File: config.mk
export PLATFORM = sky130hd
export DESIGN_NAME = spi_cmd_bridge
export DESIGN_NICKNAME = d
export VERILOG_FILES = /design/src/rtl/types_pkg.sv /design/src/rtl/byte_fifo.sv /design/src/rtl/spi_cmd_bridge.sv
export SDC_FILE = /design/constraint.sdc
export NUM_CORES = 1
export LEC_CHECK = 0
export ABC_AREA = 1
export CORE_ASPECT_RATIO = 2
export CORE_MARGIN = 10
export CORE_UTILIZATION = 37
export CTS_BUF_LIST = sky130_fd_sc_hd__clkbuf_16
export CTS_CLUSTER_SIZE = 10
export DETAILED_ROUTE_END_ITERATION = 16
export PLACE_DENSITY = 0.62
export SLEW_MARGIN = 0
export SYNTH_ARGS = -nofsm -noshare
export SYNTH_HDL_FRONTEND = slang
export SYNTH_SLANG_ARGS = --single-unit
File: constraint.sdc
create_clock -name clk -period 4.3 [get_ports clk]
set_input_delay 1.075 -clock clk [delete_from_list [all_inputs] [get_ports clk]]
set_output_delay 1.075 -clock clk [all_outputs]
set_load 0.01 [all_outputs]
File: src/rtl/types_pkg.sv
// Shared types and defaults for the command-path blocks.
package types_pkg;

    typedef logic [7:0] byte_t;

    localparam byte_t SPI_IDLE_BYTE = 8'h00;

    typedef enum logic {
        ST_IDLE,
        ST_ACTIVE
    } spi_state_e;

endpackage

File: src/rtl/byte_fifo.sv
// Synchronous show-ahead byte FIFO with valid/ready on both sides and a level output.
module byte_fifo
    import types_pkg::*;
#(
    parameter int DEPTH = 16
) (
    input  logic                   clk,
    input  logic                   rst,
    input  logic                   in_valid,
    output logic                   in_ready,
    input  byte_t                  in_data,
    output logic                   out_valid,
    input  logic                   out_ready,
    output byte_t                  out_data,
    output logic [$clog2(DEPTH):0] level
);

    localparam int AW = $clog2(DEPTH);
    localparam logic [AW:0] FULL_COUNT = (AW + 1)'(DEPTH);

    byte_t          mem [DEPTH];
    logic [AW-1:0]  wr_ptr_reg;
    logic [AW-1:0]  rd_ptr_reg;
    logic [AW:0]    count_reg;
    logic           push;
    logic           pop;

    assign out_valid = (count_reg != '0);
    // A full FIFO still accepts a byte when the head leaves in the same cycle.
    assign in_ready  = (count_reg != FULL_COUNT) || out_ready;
    assign push      = in_valid && in_ready;
    assign pop       = out_valid && out_ready;
    assign out_data  = out_valid ? mem[rd_ptr_reg] : '0;
    assign level     = count_reg;

    always_ff @(posedge clk) begin
        if (push) begin
            mem[wr_ptr_reg] <= in_data;
        end
    end

    always_ff @(posedge clk or posedge rst) begin
        if (rst) begin
            wr_ptr_reg <= '0;
            rd_ptr_reg <= '0;
            count_reg  <= '0;
        end else begin
            if (push) begin
                wr_ptr_reg <= wr_ptr_reg + 1'b1;
            end
            if (pop) begin
                rd_ptr_reg <= rd_ptr_reg + 1'b1;
            end
            case ({push, pop})
                2'b10:   count_reg <= count_reg + 1'b1;
                2'b01:   count_reg <= count_reg - 1'b1;
                default: count_reg <= count_reg;
            endcase
        end
    end

endmodule

File: src/rtl/spi_cmd_bridge.sv
// Mode-0 SPI slave bridging host bytes into the pipeline command stream and
// returning response bytes on MISO; SPI pins are oversampled by clk.
module spi_cmd_bridge
    import types_pkg::*;
#(
    parameter int    FIFO_DEPTH  = 16,
    parameter byte_t IDLE_BYTE   = SPI_IDLE_BYTE,
    parameter int    SYNC_STAGES = 2
) (
    input  logic                        clk,
    input  logic                        rst,
    input  logic                        spi_sclk,
    input  logic                        spi_cs_n,
    input  logic                        spi_mosi,
    output logic                        spi_miso,
    output logic                        cmd_in_valid,
    input  logic                        cmd_in_ready,
    output byte_t                       cmd_in_data,
    input  logic                        cmd_out_valid,
    output logic                        cmd_out_ready,
    input  byte_t                       cmd_out_data,
    output logic                        rx_overflow,
    output logic [$clog2(FIFO_DEPTH):0] rx_level
);

    // Sync chain bit order is {sclk, cs_n, mosi}; cs_n resets deasserted.
    localparam logic [2:0] SYNC_RST = 3'b010;

    for (genvar gi = 0; gi < SYNC_STAGES; gi++) begin : g_sync
        logic [2:0] q;
        if (gi == 0) begin : g_first
            always_ff @(posedge clk or posedge rst) begin
                if (rst) q <= SYNC_RST;
                else     q <= {spi_sclk, spi_cs_n, spi_mosi};
            end
        end else begin : g_next
            always_ff @(posedge clk or posedge rst) begin
                if (rst) q <= SYNC_RST;
                else     q <= g_sync[gi-1].q;
            end
        end
    end

    logic       sclk_s, cs_s, mosi_s;
    logic       sclk_d_reg, cs_d_reg;
    logic       sclk_rise, sclk_fall, cs_fall, cs_rise;

    assign {sclk_s, cs_s, mosi_s} = g_sync[SYNC_STAGES-1].q;
    assign sclk_rise = sclk_s && !sclk_d_reg;
    assign sclk_fall = !sclk_s && sclk_d_reg;
    assign cs_fall   = !cs_s && cs_d_reg;
    assign cs_rise   = cs_s && !cs_d_reg;

    spi_state_e state_reg, state_next;
    logic [2:0] bit_cnt_reg, bit_cnt_next;
    byte_t      rx_shift_reg, rx_shift_next;
    byte_t      tx_shift_reg, tx_shift_next;
    logic       miso_reg;
    logic       overflow_reg;
    logic       load_tx;
    logic       push;
    logic       fifo_in_ready;

    always_comb begin
        state_next    = state_reg;
        bit_cnt_next  = bit_cnt_reg;
        rx_shift_next = rx_shift_reg;
        tx_shift_next = tx_shift_reg;
        load_tx       = 1'b0;
        push          = 1'b0;
        case (state_reg)
            ST_IDLE: begin
                if (cs_fall) begin
                    state_next   = ST_ACTIVE;
                    bit_cnt_next = '0;
                    load_tx      = 1'b1;
                end
            end
            ST_ACTIVE: begin
                // Deselect wins over a coincident clock edge; the partial byte is dropped.
                if (cs_rise) begin
                    state_next    = ST_IDLE;
                    bit_cnt_next  = '0;
                    rx_shift_next = '0;
                end else if (sclk_rise) begin
                    rx_shift_next = {rx_shift_reg[6:0], mosi_s};
                    bit_cnt_next  = bit_cnt_reg + 3'd1;
                    push          = (bit_cnt_reg == 3'd7);
                end else if (sclk_fall) begin
                    if (bit_cnt_reg == 3'd0) load_tx = 1'b1;
                    else                     tx_shift_next = {tx_shift_reg[6:0], 1'b0};
                end
            end
            default: state_next = ST_IDLE;
        endcase
        if (load_tx) begin
            tx_shift_next = cmd_out_valid ? cmd_out_data : IDLE_BYTE;
        end
    end

    assign cmd_out_ready = load_tx && cmd_out_valid;

    always_ff @(posedge clk or posedge rst) begin
        if (rst) begin
            sclk_d_reg   <= 1'b0;
            cs_d_reg     <= 1'b1;
            state_reg    <= ST_IDLE;
            bit_cnt_reg  <= '0;
            rx_shift_reg <= '0;
            tx_shift_reg <= '0;
            miso_reg     <= 1'b0;
            overflow_reg <= 1'b0;
        end else begin
            sclk_d_reg   <= sclk_s;
            cs_d_reg     <= cs_s;
            state_reg    <= state_next;
            bit_cnt_reg  <= bit_cnt_next;
            rx_shift_reg <= rx_shift_next;
            tx_shift_reg <= tx_shift_next;
            miso_reg     <= (state_next == ST_ACTIVE) && tx_shift_next[7];
            if (push && !fifo_in_ready) begin
                overflow_reg <= 1'b1;
            end
        end
    end

    assign spi_miso    = miso_reg;
    assign rx_overflow = overflow_reg;

    byte_fifo #(
        .DEPTH(FIFO_DEPTH)
    ) u_rx_fifo (
        .clk      (clk),
        .rst      (rst),
        .in_valid (push),
        .in_ready (fifo_in_ready),
        .in_data  (rx_shift_next),
        .out_valid(cmd_in_valid),
        .out_ready(cmd_in_ready),
        .out_data (cmd_in_data),
        .level    (rx_level)
    );

endmodule

==> impl_metrics.ini <==
[yosys]
synth_cell_type_count = 31
synth_area_leader_cell = edfxtp_1
syn_inst = 672
synth_nets = 699
yosysSeqAreaShare_pct = 67.6
synth_top_area_share_pct = 52.7
synth_area_per_cell_um2 = 10.8
syn_area_um2 = 7290
synth_warnings = 0
ys_seq_elements = 171
synthTopCellsByArea = edfxtp_1 (53%), dfrtp_1 (14%), nand2_1 (12%)

[pwr]
ir_worst_vdd_v = 0.000345
switching_share_pct = 34.5
p_switching_uw = 1760
power.leakage_uw = 0.00340
internal_power_uw = 3350
power_frac_seq_pct = 37.9
clkPwrFrac_pct = 28.7
power_frac_comb_pct = 33.4
p_per_area_nw_per_um2 = 599

[global_routing]
grt_max_degree = 44
grt-ovfl-total = 0
grt_pass1_wl_um = 25600
antenna_found_initial = 0
track_usage_pct = 12.6
grt_pass1_vias = 5048

[timing]
hold_ws_ns = 0.344
tns_ns = 0
min_period_ns = 3.74
skew_ns = 0.00633
finalHoldViolations = 0
period_share_pct = 87.0
setup_viol = 0
slew_violations = 0
relSlewSlack_pct = 37.7
worst_pin_slew_ns = 0.933
rsz0062_at_grt = no
fmax_ghz = 0.267

[route]
routed_wl_um = 15900
drc = 0
ant_nets = 0
drt_first_pass_iters = 4
viasPerCell = 4.90
wl_per_cell_um = 16.0
drtIter0Drc = 260
vias = 4868

[critical_path]
cp_max_fo = 37
critPathRequiredTime_ns = 3.22
crit_path_end_kind = primary output
worstPathArrival_ns = 2.66
path_class = reg -> out
timing.critical_path.from_type = register

[clocking]
path_clk_slew_ns = 0.06
clkLatencyLatePin_ns = 0.43
cts_buffers = 17
cts_buffer_depth = 2
clock-root-buffer = clkbuf_16
htreeDepth = 4
hold_buffers = 0
clock_sinks = 171
cts_setup_buffers = 0
ctsResizeCount = 0
cts_tree = yes

[layout]
largest_reg_flops = 128
area_growth_pct = 17.3
final_nets = 749
drive_above_1_share_pct = 10.6
antennaDiodeCount = 0

[die]
io_pins = 32
die_area_um2 = 26000
die_x_um = 119
die_h_um = 218
design.core.area_um2 = 19400
rows = 72
start_util_pct = 37.6

[placement]
io_buffers = 31
dp.final_hpwl_um = 10900
gp_congestion = 0.773

[worst_hold_path]
hold_class = reg -> reg

[run]
drv_cap = 0

[status]
status = finished clean
[power by group through the flow]
stage	combinational [µW]	sequential [µW]	clock (µW)
floorplan	1150	1970	0
global placement	1730	1970	0
detailed placement	1740	1970	0
CTS	1750	1940	1500
global route	1940	1950	1560
finish	1710	1940	1470
[metal layers]
metal	wire (µm)	track usage [%]	share of wire [%]	vias to the layer above
li1	-	-	-	2373
met1	5970	12.9	38	2344
met2	8620	22.9	54	113
met3	747	3.46	4.7	38
met4	520	6.79	3.3	0
met5	0	0	0	-
[cells by family (layout without fill, tap and decap cells)]
| logic type | count (synthesis) | count (layout) | share of synthesized area [%] |
|---|---|---|---|
| fa+ha+maj | 12 | 12 | 2.06 |
| simple gates | 375 | 375 | 22.1 |
| xor+xnor | 7 | 7 | 0.841 |
| compound gates | 34 | 34 | 2.70 |
| buf+inv | 73 | 136 | 4.76 |
| flops | 171 | 171 | 67.6 |
[worst max-delay path, stage by stage, from the launching register on]
cell and delay [ns]:
dfrtp_2 0.42, inv_2 0.39, buf_12 0.27, nand2_1 0.08
nand3_1 0.07, nand3_1 0.12, nand2_1 0.10, nand2_1 0.07
a21oi_1 0.16, clkdlybuf4s50_1 0.56
[synth_stat cells]
cell / count
nand3_1: 115
o21ai_0: 12
buf_6: 2
xor2_1: 6
buf_1: 1
a21oi_1: 10
dfstp_2: 3
buf_2: 10
inv_2: 5
nand2_1: 229
clkbuf_1: 2
inv_1: 39
nor3_1: 14
nand4_1: 1
a21oi_2: 1
ha_1: 12
nor2_2: 2
nand2_4: 1
edfxtp_1: 128
a31o_2: 1
o21ai_2: 1
o22ai_1: 6
dfrtp_1: 40
nand2_2: 1
a21boi_0: 2
o21bai_1: 1
nor2_4: 3
buf_4: 12
nor2_1: 9
xnor2_1: 1
clkinv_1: 2
[layout make-up]
cell class / count / area [µm²]
Fill cell: 1809 / 10800
Sequential cell: 171 / 4920
Multi-Input combinational cell: 428 / 2020
Timing Repair Buffer: 58 / 526
Clock buffer: 17 / 425
Tap cell: 259 / 324
Inverter: 46 / 173
Clock inverter: 15 / 153
[final timing paths]
| kind | startpoint | end | slack [ns] | cells after the start |
|---|---|---|---|---|
| max in group asynchronous | rst | u_rx_fifo.rd_ptr_reg[0] | 2.49 | 2 |
| worst max-delay path | u_rx_fifo.rd_ptr_reg[0] | cmd_in_data[6] | 0.56 | 9 |
| min in group asynchronous | rst | u_rx_fifo.level[1] | 1.17 | 2 |
| worst max register to register | u_rx_fifo.level[1] | u_rx_fifo.level[4] | 1.71 | 15 |
| worst min register to register | g_sync[0].q[0] | g_sync[1].q[0] | 0.34 | 0 |
| worst min-delay path | g_sync[0].q[0] | g_sync[1].q[0] | 0.34 | 0 |
[metrics by stage]
step                      worst slack (ns)  instances  utilization [%]  power [µW]  area [µm²]
after floorplan                       1.67        672                -        3120        7290
after global placement               0.923        962             41.1        3700        7970
after detailed placement             0.888        962             41.1        3710        7970
after CTS                            0.519        994             44.1        5200        8550
after global routing                 0.361        994             44.1        5450        8550
final                                0.560        994             44.1        5120        8550
[placed cells by master (no fill, tap or decap), drive strengths merged]
master / instances
nor2: 14
clkdlybuf4s50: 31
o21ai: 13
nand4: 1
o22ai: 6
a21boi: 2
edfxtp: 128
dfrtp: 40
a21oi: 11
xor2: 6
o21bai: 1
nor3: 14
dfstp: 3
clkinv: 8
bufinv: 2
clkinvlp: 5
a31o: 1
xnor2: 1
buf: 27
nand3: 115
ha: 12
inv: 46
nand2: 231
clkbuf: 17
(Power assumes the default switching activity.)
